==> src/rtl/fifo_drain_pkg.sv <==
// rtl/fifo_drain_pkg.sv - shared types and constants for the FIFO drain packer
package fifo_drain_pkg;

    localparam int DEF_DATA_WIDTH = 7;
    localparam int DEF_PKT_LEN    = 4;
    localparam int DEF_CNT_W      = 16;

    typedef enum logic [1:0] {
        OCC_EMPTY = 2'd0,
        OCC_ONE   = 2'd1,
        OCC_TWO   = 2'd2
    } occ_t;

    // A one-word packet still needs a 1-bit beat register.
    function automatic int beat_width(input int pkt_len);
        return (pkt_len > 1) ? $clog2(pkt_len) : 1;
    endfunction

    localparam int BEAT_W = beat_width(DEF_PKT_LEN);

endpackage

==> src/rtl/skid_buf2.sv <==
// rtl/skid_buf2.sv - two-entry in-order holding buffer with registered head
import fifo_drain_pkg::*;

module skid_buf2 #(
    parameter int DATA_WIDTH = DEF_DATA_WIDTH
) (
    input  logic                  clk,
    input  logic                  rst_n,
    input  logic                  push,
    input  logic [DATA_WIDTH-1:0] push_data,
    input  logic                  pop,
    output occ_t                  occ,
    output logic [DATA_WIDTH-1:0] head
);

    occ_t                  state_q;
    occ_t                  state_d;
    logic [DATA_WIDTH-1:0] ent0_q;
    logic [DATA_WIDTH-1:0] ent1_q;

    always_ff @(posedge clk or negedge rst_n) begin
        if (!rst_n) begin
            state_q <= OCC_EMPTY;
        end else begin
            state_q <= state_d;
        end
    end

    always_comb begin
        state_d = state_q;
        case (state_q)
            OCC_EMPTY: if (push) state_d = OCC_ONE;
            OCC_ONE: begin
                if (push && !pop) begin
                    state_d = OCC_TWO;
                end else if (pop && !push) begin
                    state_d = OCC_EMPTY;
                end
            end
            OCC_TWO: if (pop && !push) state_d = OCC_ONE;
            default: state_d = OCC_EMPTY;
        endcase
    end

    // ent0 is always the head; it only changes when empty or on a pop.
    always_ff @(posedge clk or negedge rst_n) begin
        if (!rst_n) begin
            ent0_q <= '0;
            ent1_q <= '0;
        end else begin
            case (state_q)
                OCC_EMPTY: if (push) ent0_q <= push_data;
                OCC_ONE: begin
                    if (push && pop) begin
                        ent0_q <= push_data;
                    end else if (push) begin
                        ent1_q <= push_data;
                    end
                end
                OCC_TWO: begin
                    if (pop) begin
                        ent0_q <= ent1_q;
                        if (push) ent1_q <= push_data;
                    end
                end
                default: ;
            endcase
        end
    end

    assign occ  = state_q;
    assign head = ent0_q;

endmodule

==> src/rtl/fifo_drain_packer.sv <==
// rtl/fifo_drain_packer.sv - drains the read side of the async FIFO into a packetised stream
import fifo_drain_pkg::*;

module fifo_drain_packer #(
    parameter int DATA_WIDTH = DEF_DATA_WIDTH,
    parameter int PKT_LEN    = DEF_PKT_LEN,
    parameter int CNT_W      = DEF_CNT_W
) (
    input  logic                  clk,
    input  logic                  rst_n,
    input  logic                  fifo_empty,
    output logic                  fifo_rd_en,
    input  logic [DATA_WIDTH-1:0] fifo_rd_data,
    output logic                  m_valid,
    input  logic                  m_ready,
    output logic [DATA_WIDTH-1:0] m_data,
    output logic                  m_last,
    output logic [CNT_W-1:0]      pkt_count
);

    localparam int                 BW        = beat_width(PKT_LEN);
    localparam logic [BW-1:0]      LAST_BEAT = BW'(PKT_LEN - 1);

    occ_t          occ;
    logic          inflight_q;
    logic [BW-1:0] beat_q;
    logic          pop;
    logic [1:0]    slots_used;

    skid_buf2 #(
        .DATA_WIDTH (DATA_WIDTH)
    ) u_buf (
        .clk       (clk),
        .rst_n     (rst_n),
        .push      (inflight_q),
        .push_data (fifo_rd_data),
        .pop       (pop),
        .occ       (occ),
        .head      (m_data)
    );

    assign m_valid = (occ != OCC_EMPTY);
    assign m_last  = m_valid && (beat_q == LAST_BEAT);
    assign pop     = m_valid && m_ready;

    // Reserve a slot for every word already requested; a pop this cycle frees one.
    assign slots_used = occ + {1'b0, inflight_q} - {1'b0, pop};
    assign fifo_rd_en = rst_n && !fifo_empty && (slots_used < 2'd2);

    always_ff @(posedge clk or negedge rst_n) begin
        if (!rst_n) begin
            inflight_q <= 1'b0;
            beat_q     <= '0;
            pkt_count  <= '0;
        end else begin
            inflight_q <= fifo_rd_en;
            if (pop) begin
                if (m_last) begin
                    beat_q    <= '0;
                    pkt_count <= pkt_count + CNT_W'(1);
                end else begin
                    beat_q <= beat_q + BW'(1);
                end
            end
        end
    end

endmodule

==> config.mk <==
export PLATFORM = sky130hd
export DESIGN_NAME = fifo_drain_packer
export DESIGN_NICKNAME = d
export VERILOG_FILES = /design/src/rtl/fifo_drain_pkg.sv /design/src/rtl/skid_buf2.sv /design/src/rtl/fifo_drain_packer.sv
export SDC_FILE = /design/constraint.sdc
export NUM_CORES = 1
export LEC_CHECK = 0
export ABC_AREA = 1
export BUFFER_PORTS_ARGS = -buffer_cell sky130_fd_sc_hd__buf_2
export CAP_MARGIN = 20
export CORE_AREA = 2 2 80 82
export DETAILED_ROUTE_END_ITERATION = 8
export DIE_AREA = 0 0 82 84
export GPL_TIMING_DRIVEN = 0
export MAX_ROUTING_LAYER = met4
export PLACE_DENSITY = 0.62
export SLEW_MARGIN = 20
export SYNTH_ARGS = -nofsm -noshare
export SYNTH_HDL_FRONTEND = slang
export SYNTH_HIERARCHICAL = 1
export SYNTH_SLANG_ARGS = --single-unit
==> constraint.sdc <==
create_clock -name clk -period 5.2 [get_ports clk]
set_clock_uncertainty 0.1 [all_clocks]
set_input_delay 1.04 -clock clk [delete_from_list [all_inputs] [get_ports clk]]
set_output_delay 1.04 -clock clk [all_outputs]
set_load 0.005 [all_outputs]
==> metrics.md <==
| Metric | Value |
|---|---|
| Critical Path AT | 2.21 ns |
| Vias in the first global route | 1,621 |
| Die Y | 84 um |
| Std cell rows | 29 |
| Number of H-tree levels | 2 |
| Non-Filler Instances | 369 |
| Critical Path Sink Type | primary output |
| Post-cts resize count | 0 |
| Hold Buf Count CTS | 0 |
| Clock Tree Buf Depth | 2 |
| Clock Tree Root | clkbuf_8 |
| GR Overflow Total | 0 |
| CTS Sinks | 35 |
| Max-cap violations | 0 |
| CTS tree | built |
| FF+latch count, synth | 35 |
| Dpl cell area | 2261 um^2 |
| Crit start category | primary input |
| Commonest cells after routing, fill and taps aside | nand2_1 (98), buf_2 (36), dfrtp_1 (35) |
| Layout cells sized above 1 | 0.2363 |
| Initial antenna violation count | 0 |
| Commonest non-fill, non-tap cell in the layout | nand2_1 |
| Maximum vdd drop | 185.6 uV |
| Internal power | 0.0006624 W |
| Residual DRC | 0 |
| Met3 usage | 0.03463 |
| Die area | 6888 um^2 |
| Final hold violation count | 0 |
| Tightest Pin Transition | 0.8083 ns |
| DR iter-0 viols | 67 |
| Synthesized Nets | 265 |
| Yosys warnings | 6 |
| Die X | 82 um |
| Top Ports | 37 |
| CP max-delay cell | ha_1 |
| Static Leak | 1.302 nW |
| Core area | 6096 um^2 |
| Crit Reg-Reg Endpoint | u_buf/head[5] |
| Worst skew pair latency | 0.29 ns |
| Mapped Area | 1984 um^2 |
| Grt peak-use layer | met2 |
| Largest net degree at the start of global routing | 37 |
| RSZ-0062 raised after global routing | false |
| Met2 GRT Util | 0.2151 |
| CP Class | primary input to primary output |
| Crit path cell chain | buf_2 -> nand2_1 -> inv_1 -> ha_1 -> nor2_1 -> xnor2_1 -> nor3_1 -> buf_2 |
| Placed cells | 361 |
| Tcrit/Tclk final | 0.6451 |
| Sw Share | 0.3824 |
| Buffers on Ports | 36 |
| Final min period | 3.354 ns |
| Reg-to-reg setup timing slack | 3.23 ns |
| Status | complete, no violations |
| Final Wtd Congestion | 0.8145 |
| CP peak stage delay | 0.27 ns |
| Mapped Avg Cell Area | 8.002 um^2 |
| Sequential fraction of the synthesis area | 0.4414 |
| Postcts setup bufs | 0 |
| Switch Pwr | 0.0004101 W |
| Worst hold path cell count | 2 |
| Fmax | 298.1 MHz |
| Yosys cell types | 24 |
| Pins Over Slew Limit | 0 |
| Final net count | 308 |
| M1 GR Usage | 0.1639 |
| Worst R2R Path Depth | 10 |
| Crit path top cell by count | buf_2 |
| Worst-path clk slew | 0.08 ns |
| Crit path max fanout | 7 |
| Hold Path End | u_buf/head[2] |
| Req. time, crit path | 4.06 ns |
| DR WL/cell | 10.76 um |
| First-pass GRT wire length | 7.024 mm |
| Seq pwr share | 0.385 |
| HP Class | register to register |
| DP HPWL | 2.960 mm |
| Final wirelength | 3.972 mm |
| Delay-heaviest family, CP | buffers and inverters |
| Final instance area | 2379 um^2 |
| TritonRoute pass-1 iters | 4 |
| Final setup TNS | 0 ns |
| Antenna Nets Post-Route | 0 |
| Number of diodes | 0 |
| PD cells | 450.9 nW/um^2 |
| Synth Instances | 248 |
| Fillcell total | 664 |
| Hold path start | u_buf/head[2] |
| Routed vias | 1,625 |
| Worst slew margin | 0.4611 |
| TritonCTS Buffers | 5 |
| RR Startpoint | u_buf/occ[0] |
| Global Route Usage Sum | 0.1341 |
| Syn-to-layout area delta | 19.86% |
| Buf/Inv on CP | 3 |
| Comb power frac | 0.376 |
| Avg Vias per Cell | 4.404 |
| Finish-stage setup viols | 0 |
| Starting density of the core | 0.3255 |
| Clock share of power | 0.240 |
[sequential cells by signal, summed over array words and instances, names as in the netlist]
register	cells
u_buf/occ	2
u_buf/head	7
pkt_count	16
u_buf/ent1_q	7
inflight_q	1
beat_q	2
[cells by family after synthesis]
group,after synthesis,share of synthesized area
XOR/XNOR,12,0.05296
AND/OR/NAND/NOR,157,0.3802
flip-flops,35,0.4414
adder cells (fa/ha/maj),6,0.03783
buffers and inverters,32,0.07062
AO/OA/AOI/OAI,6,0.01702
[synth_stat cells, drive strengths merged]
cell	count	share of area
nor2	18	0.057
nand2	106	0.22
o21ai	4	0.010
nor3	2	0.011
dfrtp	35	0.44
inv	30	0.059
o21a	1	0.0038
xor2	10	0.044
buf	2	0.011
o22ai	1	0.0032
ha	6	0.038
nand3	27	0.079
xnor2	2	0.0088
nand4	4	0.013
[worst max-delay path by stage]
stage             from          to  slack, ns  depth (start not counted)
2_1_floorplan  m_ready  fifo_rd_en       2.18                          6
3_3_place_gp     rst_n  fifo_rd_en       1.82                          4
3_5_place_dp     rst_n  fifo_rd_en       1.81                          4
4_1_cts          rst_n  fifo_rd_en       1.82                          4
5_1_grt          rst_n  fifo_rd_en       1.69                          4
6_report       m_ready  fifo_rd_en       1.85                          8
[stage by stage]
stage,utilization,power [W],hold WS [ns],worst slack [ns]
after floorplan,-,0.0007064,0.3425,2.184
after global placement,0.3709,0.0008167,0.3544,1.820
after detailed placement,0.3709,0.0008294,0.3606,1.815
after CTS,0.3902,0.001092,0.3810,1.816
after global routing,0.3902,0.001169,0.4072,1.690
final,0.3902,0.001073,0.3766,1.846
[worst min-delay path, cell delays in order (launching register included)]
cell and delay [ns]:
dfrtp_1 0.34, nand2_1 0.05, nand2_1 0.05
[cell type report]
cell class	instances	area (um^2)	area share
repair buffers	36	180.2	0.07575
plain buffers	2	22.52	0.009469
multi-input cells	181	968.4	0.4072
clock inverters	2	35.03	0.01473
inverters	30	117.6	0.04945
well taps	77	96.34	0.04051
clock buffers	6	82.58	0.03472
flip-flops and latches	35	875.8	0.3682
[power by group through the flow]
stage / registers (W) / clock network [W] / logic, W
after floorplan: 0.000414 / 0 / 0.000292
after global placement: 0.000415 / 0 / 0.000402
after detailed placement: 0.000419 / 0 / 0.000411
after CTS: 0.000414 / 0.000267 / 0.000411
after global routing: 0.000425 / 0.000279 / 0.000465
final: 0.000413 / 0.000257 / 0.000403
[metal layers]
metal  share of wire  vias up
li1                -      858
met1            0.45      726
met2            0.49       34
met3           0.048        7
met4           0.012        0
met5               0        -
Power figures use the tool's default switching activity.
